**src/rtl/fexp2_bf16.sv**
```systemverilog
// Iterative bfloat16 antilog: result_o = 2^x. It splits x into floor n and fraction f,
// then runs a shift-add loop for 2^f, one constant per cycle. A single operation is in flight.
module fexp2_bf16 #(
  parameter int EXP_WIDTH = 8,
  parameter int MAN_WIDTH = 7,
  parameter int BIAS      = 127,
  parameter int FRAC_W    = 14,
  parameter int GRD_W     = 2
) (
  input  logic        clk_i,
  input  logic        rst_i,
  input  logic        valid_i,
  output logic        ready_o,
  input  logic [15:0] data_i,
  output logic        valid_o,
  input  logic        ready_i,
  output logic [15:0] result_o,
  output logic        invalid_o,
  output logic        overflow_o,
  output logic        underflow_o
);

  localparam int R_W   = FRAC_W + GRD_W;          // residual width, Q0.R_W
  localparam int Y_W   = R_W + 2;                 // Q1.R_W plus one headroom bit
  localparam int X_W   = 1 + EXP_WIDTH + FRAC_W;  // signed fixed-point operand
  localparam int MAG_W = X_W - 1;
  localparam int N_W   = 1 + EXP_WIDTH;
  localparam int E_W   = EXP_WIDTH + 2;
  localparam int K_W   = $clog2(FRAC_W + 1);

  localparam logic [EXP_WIDTH-1:0] EXP_ONE = EXP_WIDTH'(BIAS - MAN_WIDTH);
  localparam logic [EXP_WIDTH-1:0] EXP_MIN = EXP_WIDTH'(BIAS - FRAC_W);
  localparam logic [EXP_WIDTH-1:0] EXP_OVF = EXP_WIDTH'(BIAS + 7);
  localparam logic [EXP_WIDTH-1:0] EXP_ALL = '1;

  localparam logic signed [E_W-1:0] E_MAX  = E_W'((1 << EXP_WIDTH) - 1);
  localparam logic signed [E_W-1:0] E_ZERO = '0;

  localparam logic [15:0] QNAN    = 16'h7FC0;
  localparam logic [15:0] POS_INF = 16'h7F80;
  localparam logic [15:0] ONE     = 16'h3F80;
  localparam logic [15:0] ZERO    = 16'h0000;

  typedef enum logic [1:0] {IDLE, ITER, NORM, DONE} state_t;

  state_t                 state_q, state_d;
  logic [K_W-1:0]         k_q, k_d;
  logic [R_W-1:0]         r_q, r_d;
  logic [Y_W-1:0]         y_q, y_d;
  logic signed [N_W-1:0]  n_q, n_d;
  logic [15:0]            result_q, result_d;
  logic                   invalid_q, invalid_d;
  logic                   overflow_q, overflow_d;
  logic                   underflow_q, underflow_d;

  // round(log2(1 + 2^-k) * 2^R_W) for the R_W = 16 residual.
  function automatic logic [R_W-1:0] lk_const(input logic [K_W-1:0] k);
    logic [R_W-1:0] v;
    case (k)
      K_W'(1):  v = R_W'(38336);
      K_W'(2):  v = R_W'(21098);
      K_W'(3):  v = R_W'(11136);
      K_W'(4):  v = R_W'(5732);
      K_W'(5):  v = R_W'(2909);
      K_W'(6):  v = R_W'(1466);
      K_W'(7):  v = R_W'(736);
      K_W'(8):  v = R_W'(369);
      K_W'(9):  v = R_W'(184);
      K_W'(10): v = R_W'(92);
      K_W'(11): v = R_W'(46);
      K_W'(12): v = R_W'(23);
      K_W'(13): v = R_W'(12);
      K_W'(14): v = R_W'(6);
      default:  v = '0;
    endcase
    return v;
  endfunction

  // Operand decode and conversion to signed fixed point.
  logic                 op_sign;
  logic [EXP_WIDTH-1:0] op_exp;
  logic [MAN_WIDTH-1:0] op_man;
  logic [MAN_WIDTH:0]   op_sig;
  logic [MAG_W-1:0]     op_mag;
  logic [X_W-1:0]       op_fix;

  always_comb begin
    op_sign = data_i[EXP_WIDTH+MAN_WIDTH];
    op_exp  = data_i[EXP_WIDTH+MAN_WIDTH-1:MAN_WIDTH];
    op_man  = data_i[MAN_WIDTH-1:0];
    op_sig  = {1'b1, op_man};
    if (op_exp >= EXP_ONE) begin
      op_mag = MAG_W'(op_sig) << (op_exp - EXP_ONE);
    end else begin
      op_mag = MAG_W'(op_sig) >> (EXP_ONE - op_exp);
    end
    op_fix = op_sign ? (X_W'(0) - {1'b0, op_mag}) : {1'b0, op_mag};
  end

  // Normalisation and round-to-nearest-even of the loop result.
  logic [MAN_WIDTH-1:0]   mant_t, mant_f;
  logic [MAN_WIDTH:0]     mant_r;
  logic                   guard_b, sticky_b, carry_b;
  logic signed [E_W-1:0]  e_norm;

  always_comb begin
    mant_t   = y_q[R_W-1 -: MAN_WIDTH];
    guard_b  = y_q[R_W-1-MAN_WIDTH];
    sticky_b = |y_q[R_W-2-MAN_WIDTH:0];
    mant_r   = {1'b0, mant_t} + (MAN_WIDTH+1)'(guard_b & (sticky_b | mant_t[0]));
    // y can only reach 2.0 through constant rounding; treat it like a rounding carry.
    carry_b  = mant_r[MAN_WIDTH] | y_q[Y_W-1];
    mant_f   = carry_b ? '0 : mant_r[MAN_WIDTH-1:0];
    e_norm   = E_W'(n_q) + E_W'(BIAS) + E_W'(carry_b);
  end

  logic [R_W-1:0] lk;

  always_comb begin
    state_d     = state_q;
    k_d         = k_q;
    r_d         = r_q;
    y_d         = y_q;
    n_d         = n_q;
    result_d    = result_q;
    invalid_d   = invalid_q;
    overflow_d  = overflow_q;
    underflow_d = underflow_q;
    lk          = lk_const(k_q);

    case (state_q)
      IDLE: begin
        if (valid_i) begin
          invalid_d   = 1'b0;
          overflow_d  = 1'b0;
          underflow_d = 1'b0;
          state_d     = DONE;
          if (op_exp == EXP_ALL) begin
            if (op_man != '0) begin
              result_d  = QNAN;
              invalid_d = 1'b1;
            end else begin
              result_d = op_sign ? ZERO : POS_INF;
            end
          end else if (op_exp >= EXP_OVF) begin
            result_d    = op_sign ? ZERO : POS_INF;
            overflow_d  = !op_sign;
            underflow_d = op_sign;
          end else if (op_exp < EXP_MIN) begin
            result_d = ONE;
          end else begin
            n_d     = op_fix[X_W-1 -: N_W];
            r_d     = {op_fix[FRAC_W-1:0], GRD_W'(0)};
            y_d     = Y_W'(1) << R_W;
            k_d     = K_W'(1);
            state_d = ITER;
          end
        end
      end
      ITER: begin
        if (r_q >= lk) begin
          r_d = r_q - lk;
          y_d = y_q + (y_q >> k_q);
        end
        if (k_q == K_W'(FRAC_W)) begin
          state_d = NORM;
        end else begin
          k_d = k_q + K_W'(1);
        end
      end
      NORM: begin
        state_d = DONE;
        if (e_norm >= E_MAX) begin
          result_d   = POS_INF;
          overflow_d = 1'b1;
        end else if (e_norm <= E_ZERO) begin
          result_d    = ZERO;
          underflow_d = 1'b1;
        end else begin
          result_d = {1'b0, e_norm[EXP_WIDTH-1:0], mant_f};
        end
      end
      DONE: begin
        if (ready_i) begin
          state_d     = IDLE;
          invalid_d   = 1'b0;
          overflow_d  = 1'b0;
          underflow_d = 1'b0;
        end
      end
      default: state_d = IDLE;
    endcase
  end

  always_ff @(posedge clk_i or posedge rst_i) begin
    if (rst_i) begin
      state_q     <= IDLE;
      k_q         <= '0;
      r_q         <= '0;
      y_q         <= '0;
      n_q         <= '0;
      result_q    <= '0;
      invalid_q   <= 1'b0;
      overflow_q  <= 1'b0;
      underflow_q <= 1'b0;
    end else begin
      state_q     <= state_d;
      k_q         <= k_d;
      r_q         <= r_d;
      y_q         <= y_d;
      n_q         <= n_d;
      result_q    <= result_d;
      invalid_q   <= invalid_d;
      overflow_q  <= overflow_d;
      underflow_q <= underflow_d;
    end
  end

  assign ready_o     = (state_q == IDLE);
  assign valid_o     = (state_q == DONE);
  assign result_o    = result_q;
  assign invalid_o   = invalid_q;
  assign overflow_o  = overflow_q;
  assign underflow_o = underflow_q;

endmodule

```
**config.mk**
```make
export PLATFORM = sky130hd
export DESIGN_NAME = fexp2_bf16
export DESIGN_NICKNAME = d
export VERILOG_FILES = /design/src/rtl/fexp2_bf16.sv
export SDC_FILE = /design/constraint.sdc
export NUM_CORES = 1
export LEC_CHECK = 0
export ABC_AREA = 1
export ABC_CLOCK_PERIOD_IN_PS = 11340
export CAP_MARGIN = 5
export CELL_PAD_IN_SITES_DETAIL_PLACEMENT = 1
export CELL_PAD_IN_SITES_GLOBAL_PLACEMENT = 1
export CORE_MARGIN = 2
export CORE_UTILIZATION = 47
export CTS_BUF_LIST = sky130_fd_sc_hd__clkbuf_8 sky130_fd_sc_hd__clkbuf_16
export DETAILED_ROUTE_END_ITERATION = 16
export PLACE_DENSITY = 0.83
export SYNTH_ARGS = -nofsm -noshare
export SYNTH_HDL_FRONTEND = slang
export SYNTH_SLANG_ARGS = --single-unit
export TNS_END_PERCENT = 5
```
**constraint.sdc**
```tcl
create_clock -name clk_i -period 11.34 [get_ports clk_i]
set_clock_uncertainty 0.1 [all_clocks]
set_input_delay 2.835 -clock clk_i [delete_from_list [all_inputs] [get_ports clk_i]]
set_output_delay 2.835 -clock clk_i [all_outputs]
set_load 0.03 [all_outputs]
```
=== Word level (Yosys, flattened, before mapping) ===
Memory sizes are Yosys's and may differ from the RTL's.
Cells that the tools add are included.

* Logic and storage cells: 120
* Output and inout port bits: 21
* Bits of input ports: 20
* Memories kept: 1
* ROM bits: 256
* Flip-flop bits (word level): 68

{| class="wikitable"
|+ Memories
! name !! depth !! width !! read ports !! clocked after memory_dff !! write ports !! RTL line !! text
|-
| (no name shown) || 16 || 16 || 1 || 0 || 0 || 59 || <nowiki>case (k)</nowiki>
|}

* Add/subtract/negate cells: 9
* Equality and inequality tests: 17
* Bitwise logic cells: 6
* Shifts and indexed selects: 3
* Mux-type cells: 53
* Magnitude comparators: 6
* Reductions and logical operators: 16

{| class="wikitable"
|+ Operators with widths
! kind !! count
|-
| $mux 16 || 9
|-
| $mux 18 || 5
|-
| $pmux 16 s2 || 2
|-
| $mux 15 || 4
|-
| $pmux 18 s2 || 1
|-
| $mux 23 || 1
|-
| $sub 1x22->23 const A || 1
|-
| $mux 22 || 1
|-
| $shl 8x8->22 || 1
|-
| $shr 8x8->22 || 1
|-
| $mux 4 || 5
|-
| $ne 2x2->1 const B || 10
|-
| $add 18x18->18 || 1
|-
| $shr 18x4->18 || 1
|-
| $ge 16x16->1 || 1
|-
| $sub 16x16->16 || 1
|-
| $mux 1 || 13
|-
| $mux 2 || 6
|-
| $reduce_and 6->1 || 2
|-
| $add 10x1->10 || 1
|-
| $add 9x8->10 const B || 1
|-
| $ge 10x9->1 const B || 1
|-
| $le 10x1->1 const B || 1
|-
| $reduce_and 5->1 || 2
|-
| other kinds (29) || 38
|}

=== Longest topological paths before layout ===
Gate-level depths: netlist of run 1.

* Depth after elaboration: 10
* Depth in mapped cells: 26
* Gate-level depth less buffers: 24

=== Worst setup path before layout of run 1 ===
OpenSTA, ideal clock, no wires.

* Path type: input to register
* Start: in data_i[8]
* End: reg n_q[6]
* Arrival: 5.114 ns
* Stages: 22
* Buffers on the path: 3
* Setup slack: 6.004 ns
* Data required time: 11.118 ns
* Setup time: 0.122 ns
* Cells stage by stage: buf_2 inv_1 buf_2 ha_1 nand2_4 nand2_1 nand2_1 nand2_1 nand3_1 nor2_2 buf_6 nand3_1 nand3_1 a21oi_2 ha_1 nand3_2 nor2_2 nand3_1 nand2_1 nand2_1 nand3_1 o21ai_1

* Word-level cells in the longest chain between the ends: 5
* Elaborated cells on any way between the ends: 15
* Classes of those cells: add/sub: 3; order compare: 3; eq/ne: 1; shift: 2; mux: 2; bitwise: 3; reduce/logical: 1

{| class="wikitable"
|+ Ends and longest elaborated chain
! item !! RTL line !! text
|-
| start, declared || 14 || <nowiki>input logic [15:0] data_i,</nowiki>
|-
| $sub 7x8->8 or $sub 8x7->8 (tied branches) || 95, 93 ||
|-
| $shr 8x8->22 or $shl 8x8->22 (tied branches) || 95, 93 ||
|-
| $mux 22 || 92 || <nowiki>if (op_exp >= EXP_ONE) begin</nowiki>
|-
| $sub 1x22->23 || 97 || <nowiki>op_fix = op_sign ? (X_W'(0) - {1'b0, op_mag}) : {1'b0, op_mag};</nowiki>
|-
| $mux 23 || 97 ||
|-
| end signal, assigned || 211 || <nowiki>n_q <= n_d;</nowiki>
|-
| end, declared || 50 || <nowiki>logic signed [N_W-1:0] n_q, n_d;</nowiki>
|}

Parallel ways exist; a longest one is shown, timed or not.
A chain may end at the register's enable or synchronous reset.

=== Worst setup path after layout of run 1 ===
* Start: in data_i[7]
* End: reg y_q[7]

* Word-level cells in the longest chain between the ends: 3
* Elaborated cells on any way between the ends: 7
* Classes of those cells: order compare: 2; eq/ne: 4; reduce/logical: 1

{| class="wikitable"
|+ Ends and longest elaborated chain
! item !! RTL line !! text
|-
| $lt 8x7->1, or another cell as far along || 149 || <nowiki>end else if (op_exp < EXP_MIN) begin</nowiki>
|-
| $ne 2x2->1 (no line) || n/a ||
|-
| $reduce_and 6->1 (no line) (*) || n/a ||
|-
| end signal, assigned || 210 || <nowiki>y_q <= y_d;</nowiki>
|-
| end, declared || 49 || <nowiki>logic [Y_W-1:0] y_q, y_d;</nowiki>
|}

Mark *: on every way between the ends. The rest lies on a longest branch, timed or not.

==> results.cfg, run 1 <==
[finish]
fin_cells = 1444
drive_gt1_frac = 0.06759
fin_nets = 1297
diodes = 0
fin_util = 0.5297
syn2layout_area_growth_pct = 10.38
n_fill_cell = 2194

[timing]
worst_pin_slew_ps = 906.5
hold_violations = 0
maxSlewHeadroom = 0.3956
layout_min_cycle_time_ps = 7252
clock.fmax_ghz = 0.1379
whs_ps = 394.0
fin_crit_sh = 0.6395
drv_slew = 0
rsz0062_at_grt = no
fin_tns_setup_ps = 0
finalSetupViolCount = 0

[logic_synthesis]
synthCells = 1209
synth_edf_count = 0
yosysTopAreaCellShare = 0.2207
ys_ff_latch = 67
synthDistinctLibCells = 55
syn_nets = 1283
ys_seq_area_frac = 0.2207
yosysTopAreaCell = dfrtp_1
synth_area_um2 = 7596
synthTopCellsByArea = dfrtp_1 (22%), nand2_1 (14%), ha_1 (8.6%)
ys_async_sr_fraction = 1.000
ys.flop_type = dfrtp_1
yosysWarnings = 0
syn_avg_cell_area_um2 = 6.283

[clock_tree]
clk_latency_ps = 350
post_cts_resized = 0
cts-root-buf = clkbuf_16
clock_path_buffers = 2
cts_made_buffers = 9
holdBufCountCts = 0
cts-htree-levels = 3
clk_pin_slew_ps = 70
cts.sinks = 67
post_cts_buffers = 0
tritoncts = done

[worst_setup_path]
cp-start-kind = primary input
critPathMostFrequentCell = nand2_1
crit_path_max_fanout = 31
path_class = primary input to register
crit_arrival_ps = 7420
cp.buffers_inverters = 5
worst_path_max_delay_cell = clkdlybuf4s50_1
critical-path-max-stage-delay_ps = 920
end_kind = register
worst-path-stages = 16
crit_family = buffers and inverters
crit_chain = clkdlybuf4s50_1, inv_4, ha_1, o21ai_0, nand4_1, nand2_1, nand3_1, nor2_2, a21oi_1, inv_1, nand2_2, inv_2, nand2_1, inv_1, nand2_1, o22ai_1
regToRegSetupSlack_ps = 5340
required_ps = 11510
cp-endpoint = y_q[7]$_DFFE_PP0P_
reg2reg_depth = 18
critical_path.startpoint = data_i[7]
regToRegEndpoint = y_q[7]$_DFFE_PP0P_
rr_startpoint = k_q[2]$_DFFE_PP0P_

[global_routing]
grt_max_degree = 68
grt_use_total = 0.2884
grt_pass1_vias = 8105
overflow = 0
grt_antenna_before_repair = 0
grt_pass1_wl_um = 40880

[power]
power_density_nw_per_um2 = 282.8
clockPowerShare = 0.122
share_seq_of_total_power = 0.180
p_comb_frac = 0.698
leakagePower_nw = 3.996
p_total_mw = 2.371
power.internal_mw = 1.076
p_sw_mw = 1.295
p_sw_frac = 0.5463
peakVddDrop_mv = 0.1765

[drt]
drtPass1Iterations = 5
drt_iter0_drc = 385
drtAntennaViolNets = 0
avgRoutedWirePerCell_um = 17.05
drt_wl_total_um = 24620
drc = 0
via_count = 8076
viasPerCell = 5.593

[outcome]
outcome = finished clean

[floorplanning]
start_util = 0.4799
die_w_um = 131.1
dieHeight_um = 131.1
ioPinCount = 41
die-area_um2 = 17200
core_region_area_um2 = 15830
rows = 46

[placed_design]
gp_congestion = 0.8948
numPortBuffers = 39
dp_hpwl_um = 19240
place_inst = 1428

[min_path]
worstHoldPathType = register to register

[flow_run]
cap_viol_max_count = 0
power by group through the flow:
stage | clock network (mW) | logic [mW] | registers, mW
after floorplan | 0 | 1.19 | 0.433
after global placement | 0 | 1.58 | 0.423
after detailed placement | 0 | 1.63 | 0.428
after CTS | 0.292 | 1.65 | 0.425
after global routing | 0.305 | 1.87 | 0.439
final | 0.289 | 1.65 | 0.427
synthesized netlist by cell type, types with 5 or more instances:
cell      instances
nand4_1          18
o21ai_2           5
nor3_1           11
inv_2            10
o21bai_1          7
nor2_2           10
ha_1             52
nor2_4            5
inv_1           143
o21ai_1           8
nand2_1         287
nand3_2           7
a21oi_1          73
nor2_1          114
xor2_1           21
dfrtp_1          67
xnor2_1           7
nand3_1         114
o22ai_1          27
o21ai_0         101
o211ai_1          7
buf_2            11
nand2_2          13
a31oi_1           8
clkbuf_1         22
cell type report:
| cell class | count | area, um2 | area share |
|---|---|---|---|
| multi-input cells | 944 | 5126 | 0.6114 |
| repair buffers | 43 | 420.4 | 0.05014 |
| clock buffers | 10 | 239.0 | 0.02850 |
| clock inverters | 6 | 56.30 | 0.006715 |
| inverters | 158 | 595.6 | 0.07103 |
| flip-flops and latches | 67 | 1677 | 0.2000 |
| well taps | 216 | 270.3 | 0.03223 |
placed cells by master, fill, tap and decap left out, types with 21 or more instances in the layout:
| cell type | n |
|---|---|
| nor2_1 | 114 |
| inv_1 | 143 |
| o21ai_0 | 101 |
| nand3_1 | 114 |
| o22ai_1 | 27 |
| xor2_1 | 21 |
| dfrtp_1 | 67 |
| clkdlybuf4s50_1 | 39 |
| nand2_1 | 287 |
| a21oi_1 | 73 |
| ha_1 | 52 |
kinds of logic after synthesis:
group           share of synthesized area
mux                              0.002636
fa+ha+maj                         0.09092
compound gates                     0.1934
buf+inv                            0.1044
flops                              0.2207
other cells                     0.0004937
xor+xnor                          0.03229
simple gates                       0.3551
metrics by stage:
step | setup slack (ps) | cell area, um2
2_1_floorplan | 6004 | 7596
3_5_place_dp | 3815 | 8089
3_3_place_gp | 3930 | 8089
4_1_cts | 4153 | 8384
6_report | 4088 | 8384
5_1_grt | 3596 | 8384
routing by layer:
metal	global-route usage	vias up	routed length (um)
met4	0.06884	0	369
li1	-	4049	-
met5	0	-	0
met2	0.4687	148	11440
met3	0.03434	32	821
met1	0.4105	3847	11980
how the worst min path moves through the flow:
stage | cells past startpoint | end | from
4_1_cts | 2 | result_o[3]$_DFFE_PP0P_ | result_o[3]$_DFFE_PP0P_
3_3_place_gp | 2 | result_o[1]$_DFFE_PP0P_ | result_o[1]$_DFFE_PP0P_
2_1_floorplan | 2 | n_q[5]$_DFFE_PP0P_ | n_q[5]$_DFFE_PP0P_
5_1_grt | 2 | r_q[15]$_DFFE_PP0P_ | r_q[15]$_DFFE_PP0P_
3_5_place_dp | 2 | result_o[5]$_DFFE_PP0P_ | result_o[5]$_DFFE_PP0P_
6_report | 2 | result_o[3]$_DFFE_PP0P_ | result_o[3]$_DFFE_PP0P_
worst register-to-register path, stage by stage (launching register included):
cell and delay, ps:
dfrtp_1 780, clkinv_1 630, nor2_1 670, inv_1 200, o22ai_1 240, inv_1 80
ha_1 340, nand2_1 90, nor2_1 140, inv_1 80, o21ai_0 380, nand2_1 90
nand4_1 140, nand2_2 270, inv_2 580, nand2_1 630, inv_1 290, nand2_1 80
o22ai_1 110
state kept, by name, summed over array words and instances, names as in the netlist:
register	flops
k_q	4
r_q	16
y_q	18
overflow_o	1
underflow_o	1
invalid_o	1
state_q	2
result_o	15
n_q	9
(Power assumes the default switching activity.)
==> inputs of run 2 (changes only) <==
- ABC_CLOCK_PERIOD_IN_PS: 11340 -> 7400
- CORE_UTILIZATION: 47 -> 44
- PLACE_DENSITY: 0.83 -> 0.78
- clock period: 11.34 -> 7.4 ns (I/O delays scaled with it)
==> results.cfg, run 2 (synthesis results as in run 1) <==
[floorplanning]
ioPinCount = 41
dieHeight_um = 135.4
core_region_area_um2 = 17060
rows = 48
start_util = 0.4453
die_w_um = 135.4
die-area_um2 = 18330

[finish]
fin_util = 0.4934
n_fill_cell = 2351
seqCellArea_um2 = 1677
regMostFlops = y_q
fin_cells = 1455
finalInstanceArea_um2 = 8416
mostFrequentLayoutCell = nand2_1
fin_nets = 1299
multiInputGateArea_um2 = 5126
syn2layout_area_growth_pct = 10.79
drive_gt1_frac = 0.06992
diodes = 0
largest_register_ffs = 18
layout_common_cells = nand2_1 (287), inv_1 (142), nor2_1 (114), nand3_1 (114), o21ai_0 (101)

[timing]
hold_violations = 0
maxSlewHeadroom = 0.2699
layout_min_cycle_time_ps = 5460
whs_ps = 385.2
worst_pin_slew_ps = 1092
fin_tns_setup_ps = 0
fin_crit_sh = 0.7378
clock.fmax_ghz = 0.1832
drv_slew = 0
finalSetupViolCount = 0
rsz0062_at_grt = no
layout_setup_ws_ps = 1940

[global_routing]
grt_util_met2 = 0.4408
grt_use_total = 0.2733
overflow = 0
grt_pass1_wl_um = 40280
use_met1 = 0.3912
grt_util_met3 = 0.03816
grt_pass1_vias = 8032
grt_antenna_before_repair = 0
grt.busiest_layer = met2
grt_max_degree = 68

[worst_setup_path]
cp-start-kind = primary input
critical-path-max-stage-delay_ps = 900
crit_arrival_ps = 5620
crit_path_max_fanout = 19
end_kind = register
path_class = primary input to register
regToRegSetupSlack_ps = 2090
critPathMostFrequentCell = nand2_1
required_ps = 7560
worst_path_max_delay_cell = clkdlybuf4s50_1
reg2reg_depth = 17
crit_chain = clkdlybuf4s50_1, inv_4, ha_1, o21ai_0, nand4_1, nand2_1, nand3_1, nor2_2, a21oi_1, inv_1, nand2_2, inv_2, nand2_1, buf_4, inv_1, nand2_1, o22ai_1
regToRegEndpoint = y_q[0]$_DFFE_PP0P_
rr_startpoint = k_q[2]$_DFFE_PP0P_

[drt]
via_count = 8124
avgRoutedWirePerCell_um = 16.65
drtAntennaViolNets = 0
drt_wl_total_um = 24230
drc = 0
viasPerCell = 5.584
drtPass1Iterations = 5
drt_iter0_drc = 508

[min_path]
min_from = result_o[4]$_DFFE_PP0P_
worstHoldPathType = register to register
holdPathEnd = result_o[4]$_DFFE_PP0P_
hold_depth = 2

[placed_design]
dp_slack_ps = 1601
numPortBuffers = 39
place_inst = 1439
dp_hpwl_um = 19130
gp_congestion = 0.8916
place_area_um2 = 8115

[clock_tree]
holdBufCountCts = 0
tritoncts = done
clk_latency_ps = 340
post_cts_buffers = 0
cts_made_buffers = 9
clock_path_buffers = 2
cts-root-buf = clkbuf_16
post_cts_resized = 0
cts-htree-levels = 3
clk_pin_slew_ps = 60
cts.sinks = 67

[power]
peakVddDrop_mv = 0.2923
leakagePower_nw = 4.006
p_total_mw = 3.633
power_density_nw_per_um2 = 431.7

[flow_run]
cap_viol_max_count = 0

[outcome]
outcome = finished clean
==> run 2: how the worst max path moves through the flow <==
stage | from | slack (ps) | cells past startpoint | end
global placement | data_i[7] | 1800 | 17 | y_q[7]$_DFFE_PP0P_
detailed placement | data_i[7] | 1600 | 17 | y_q[7]$_DFFE_PP0P_
finish | data_i[7] | 1940 | 17 | y_q[7]$_DFFE_PP0P_
global route | data_i[7] | 1510 | 17 | y_q[7]$_DFFE_PP0P_
floorplan | data_i[8] | 3050 | 22 | n_q[6]$_DFFE_PP0P_
CTS | data_i[7] | 1950 | 17 | y_q[7]$_DFFE_PP0P_
==> run 2: critical path: cells and delay by family <==
family | cells | cell delay, ps
buffers and inverters | 6 | 1680
AND/OR/NAND/NOR | 7 | 1400
AO/OA/AOI/OAI | 3 | 420
adder cells (fa/ha/maj) | 1 | 240
==> run 2: power by group <==
part | switching (mW) | leakage, nW | internal, mW | total (mW)
clock network | 0.177 | 0.150 | 0.263 | 0.440
logic | 1.67 | 3.00 | 0.872 | 2.54
registers | 0.141 | 0.852 | 0.515 | 0.655
total | 1.98 | 4.01 | 1.65 | 3.63
==> run 2: cell type report <==
type / count / area share
inverters: 158 / 0.07077
flip-flops and latches: 67 / 0.1992
clock inverters: 7 / 0.008921
repair buffers: 45 / 0.05174
well taps: 225 / 0.03345
clock buffers: 9 / 0.02676
multi-input cells: 944 / 0.6091
==> run 2: routing by layer <==
metal | up-vias | share of wire
met5 | - | 0
met4 | 0 | 0.013
met3 | 25 | 0.031
met2 | 119 | 0.45
met1 | 3908 | 0.51
li1 | 4072 | -
==> inputs of run 3 (changes only) <==
- ABC_CLOCK_PERIOD_IN_PS: 7400 -> 4540
- CORE_UTILIZATION: 44 -> 40
- PLACE_DENSITY: 0.78 -> 0.75
- clock period: 7.4 -> 4.54 ns (I/O delays scaled with it)
==> results.cfg, run 3 (synthesis results as in run 1) <==
[drt]
drtPass1Iterations = 5
avgRoutedWirePerCell_um = 16.39
drc = 0
viasPerCell = 5.474
drtAntennaViolNets = 0
drt_iter0_drc = 503
drt_wl_total_um = 24260
via_count = 8101

[clock_tree]
cts-root-buf = clkbuf_16
clk_pin_slew_ps = 60
holdBufCountCts = 0
clk_latency_ps = 340
clock_path_buffers = 2
cts_made_buffers = 9
cts.sinks = 67
tritoncts = done
cts-htree-levels = 3

[global_routing]
grt_use_total = 0.2525
grt_pass1_wl_um = 41480
grt_antenna_before_repair = 0
grt_max_degree = 63
overflow = 0
grt_pass1_vias = 8299

[finish]
multiInputGateArea_um2 = 5126
layout_common_cells = nand2_1 (287), inv_1 (142), nor2_1 (114), nand3_1 (114), o21ai_0 (101)
diodes = 0
syn2layout_area_growth_pct = 12.58
fin_nets = 1315
n_fill_cell = 2540
mostFrequentLayoutCell = nand2_1
fin_util = 0.4587
drive_gt1_frac = 0.08266
seqCellArea_um2 = 1677
regMostFlops = y_q
largest_register_ffs = 18
finalInstanceArea_um2 = 8552

[timing]
fin_crit_sh = 0.9090
fin_tns_setup_ps = 0
whs_ps = 385.4
hold_violations = 0
finalSetupViolCount = 0
worst_pin_slew_ps = 838.4
maxSlewHeadroom = 0.4410
drv_slew = 0
layout_min_cycle_time_ps = 4127
rsz0062_at_grt = no
clock.fmax_ghz = 0.2423

[floorplanning]
dieHeight_um = 141.8
ioPinCount = 41
rows = 50
start_util = 0.4074
die-area_um2 = 20110
die_w_um = 141.8
core_region_area_um2 = 18640

[worst_setup_path]
regToRegSetupSlack_ps = 410
critPathMostFrequentCell = nand2_1
regToRegEndpoint = y_q[17]$_DFFE_PP0P_
rr_startpoint = k_q[2]$_DFFE_PP0P_
required_ps = 4670
critical-path-max-stage-delay_ps = 550
cp-start-kind = register
reg2reg_depth = 22
crit_path_max_fanout = 18
end_kind = register
crit_chain = clkinvlp_4, nor2_1, inv_1, o22ai_1, inv_1, o211ai_1, ha_1, inv_1, o21bai_1, nor2_1, o21ai_0, nand2_1, nand2_1, a21oi_1, o21ai_0, a21boi_0, o21ai_0, nand2_1, nand2_1, nand2_1, nand3_1, nand2_1
cp.buffers_inverters = 4
path_class = register to register
crit_family = compound AO/OA/AOI/OAI gates
worst_path_max_delay_cell = dfrtp_1
crit_arrival_ps = 4260

[power]
power_density_nw_per_um2 = 698.4
peakVddDrop_mv = 0.3181
leakagePower_nw = 4.076

[min_path]
min_from = result_o[5]$_DFFE_PP0P_
holdPathEnd = result_o[5]$_DFFE_PP0P_
worstHoldPathType = register to register
hold_depth = 2

[outcome]
outcome = finished clean

[placed_design]
place_area_um2 = 8247
dp_hpwl_um = 19350
gp_congestion = 0.8979
numPortBuffers = 39

[flow_run]
cap_viol_max_count = 0
-- run 3: final cells by class --
class	count	share of cell area
timing repair buffer	61	0.06496
inverter	158	0.07008
sequential	67	0.1961
clock buffer	9	0.02634
multi-input combinational	944	0.5994
tap	234	0.03424
clock inverter	7	0.008925
-- run 3: metrics by stage --
| step | instances | worst slack, ps | total power [mW] |
|---|---|---|---|
| after floorplan | 1209 | 743.9 | 4.066 |
| after global placement | 1464 | 236.1 | 5.110 |
| after detailed placement | 1464 | 118.3 | 5.207 |
| after CTS | 1480 | 268.7 | 5.989 |
| after global routing | 1480 | 39.63 | 6.612 |
| final | 1480 | 413.0 | 5.972 |
-- run 3: power breakdown --
group          internal [mW]  total, mW  switching (mW)
Clock                  0.428      0.730           0.302
Combinational           1.48       4.21            2.73
Sequential             0.840       1.03           0.194
-- run 3: what timing repair did --
action / in CTS / in global routing
endpoints found under the setup margin: 0 / 1
setup buffers: 0 / 0
hold endpoints to repair: 0 / 0
resized for setup: 0 / 1
-- run 3: per-layer routing --
layer  global-route usage  vias up  routed length, um
met2               0.4208      138              11190
met1               0.3541     3852              11980
met3              0.02734       23                803
met4              0.05421        0                289
li1                     -     4088                  -
met5                    0        -                  0
-- run 3: tightest hold or removal path, delay by kind of cell, from the launching register on --
kind | cells | cell delay (ps)
compound gates | 1 | 60
simple gates | 1 | 50
flops | 1 | 340
-- run 3: worst max-delay path by stage --
stage,slack [ps],cells past startpoint,startpoint,endpoint
floorplan,740,17,k_q[0]$_DFFE_PP0P_,y_q[11]$_DFFE_PP0P_
finish,410,22,k_q[2]$_DFFE_PP0P_,y_q[17]$_DFFE_PP0P_
CTS,270,22,k_q[2]$_DFFE_PP0P_,y_q[17]$_DFFE_PP0P_
detailed placement,120,22,data_i[11],n_q[4]$_DFFE_PP0P_
global route,40,22,k_q[2]$_DFFE_PP0P_,y_q[17]$_DFFE_PP0P_
global placement,240,20,data_i[11],n_q[4]$_DFFE_PP0P_
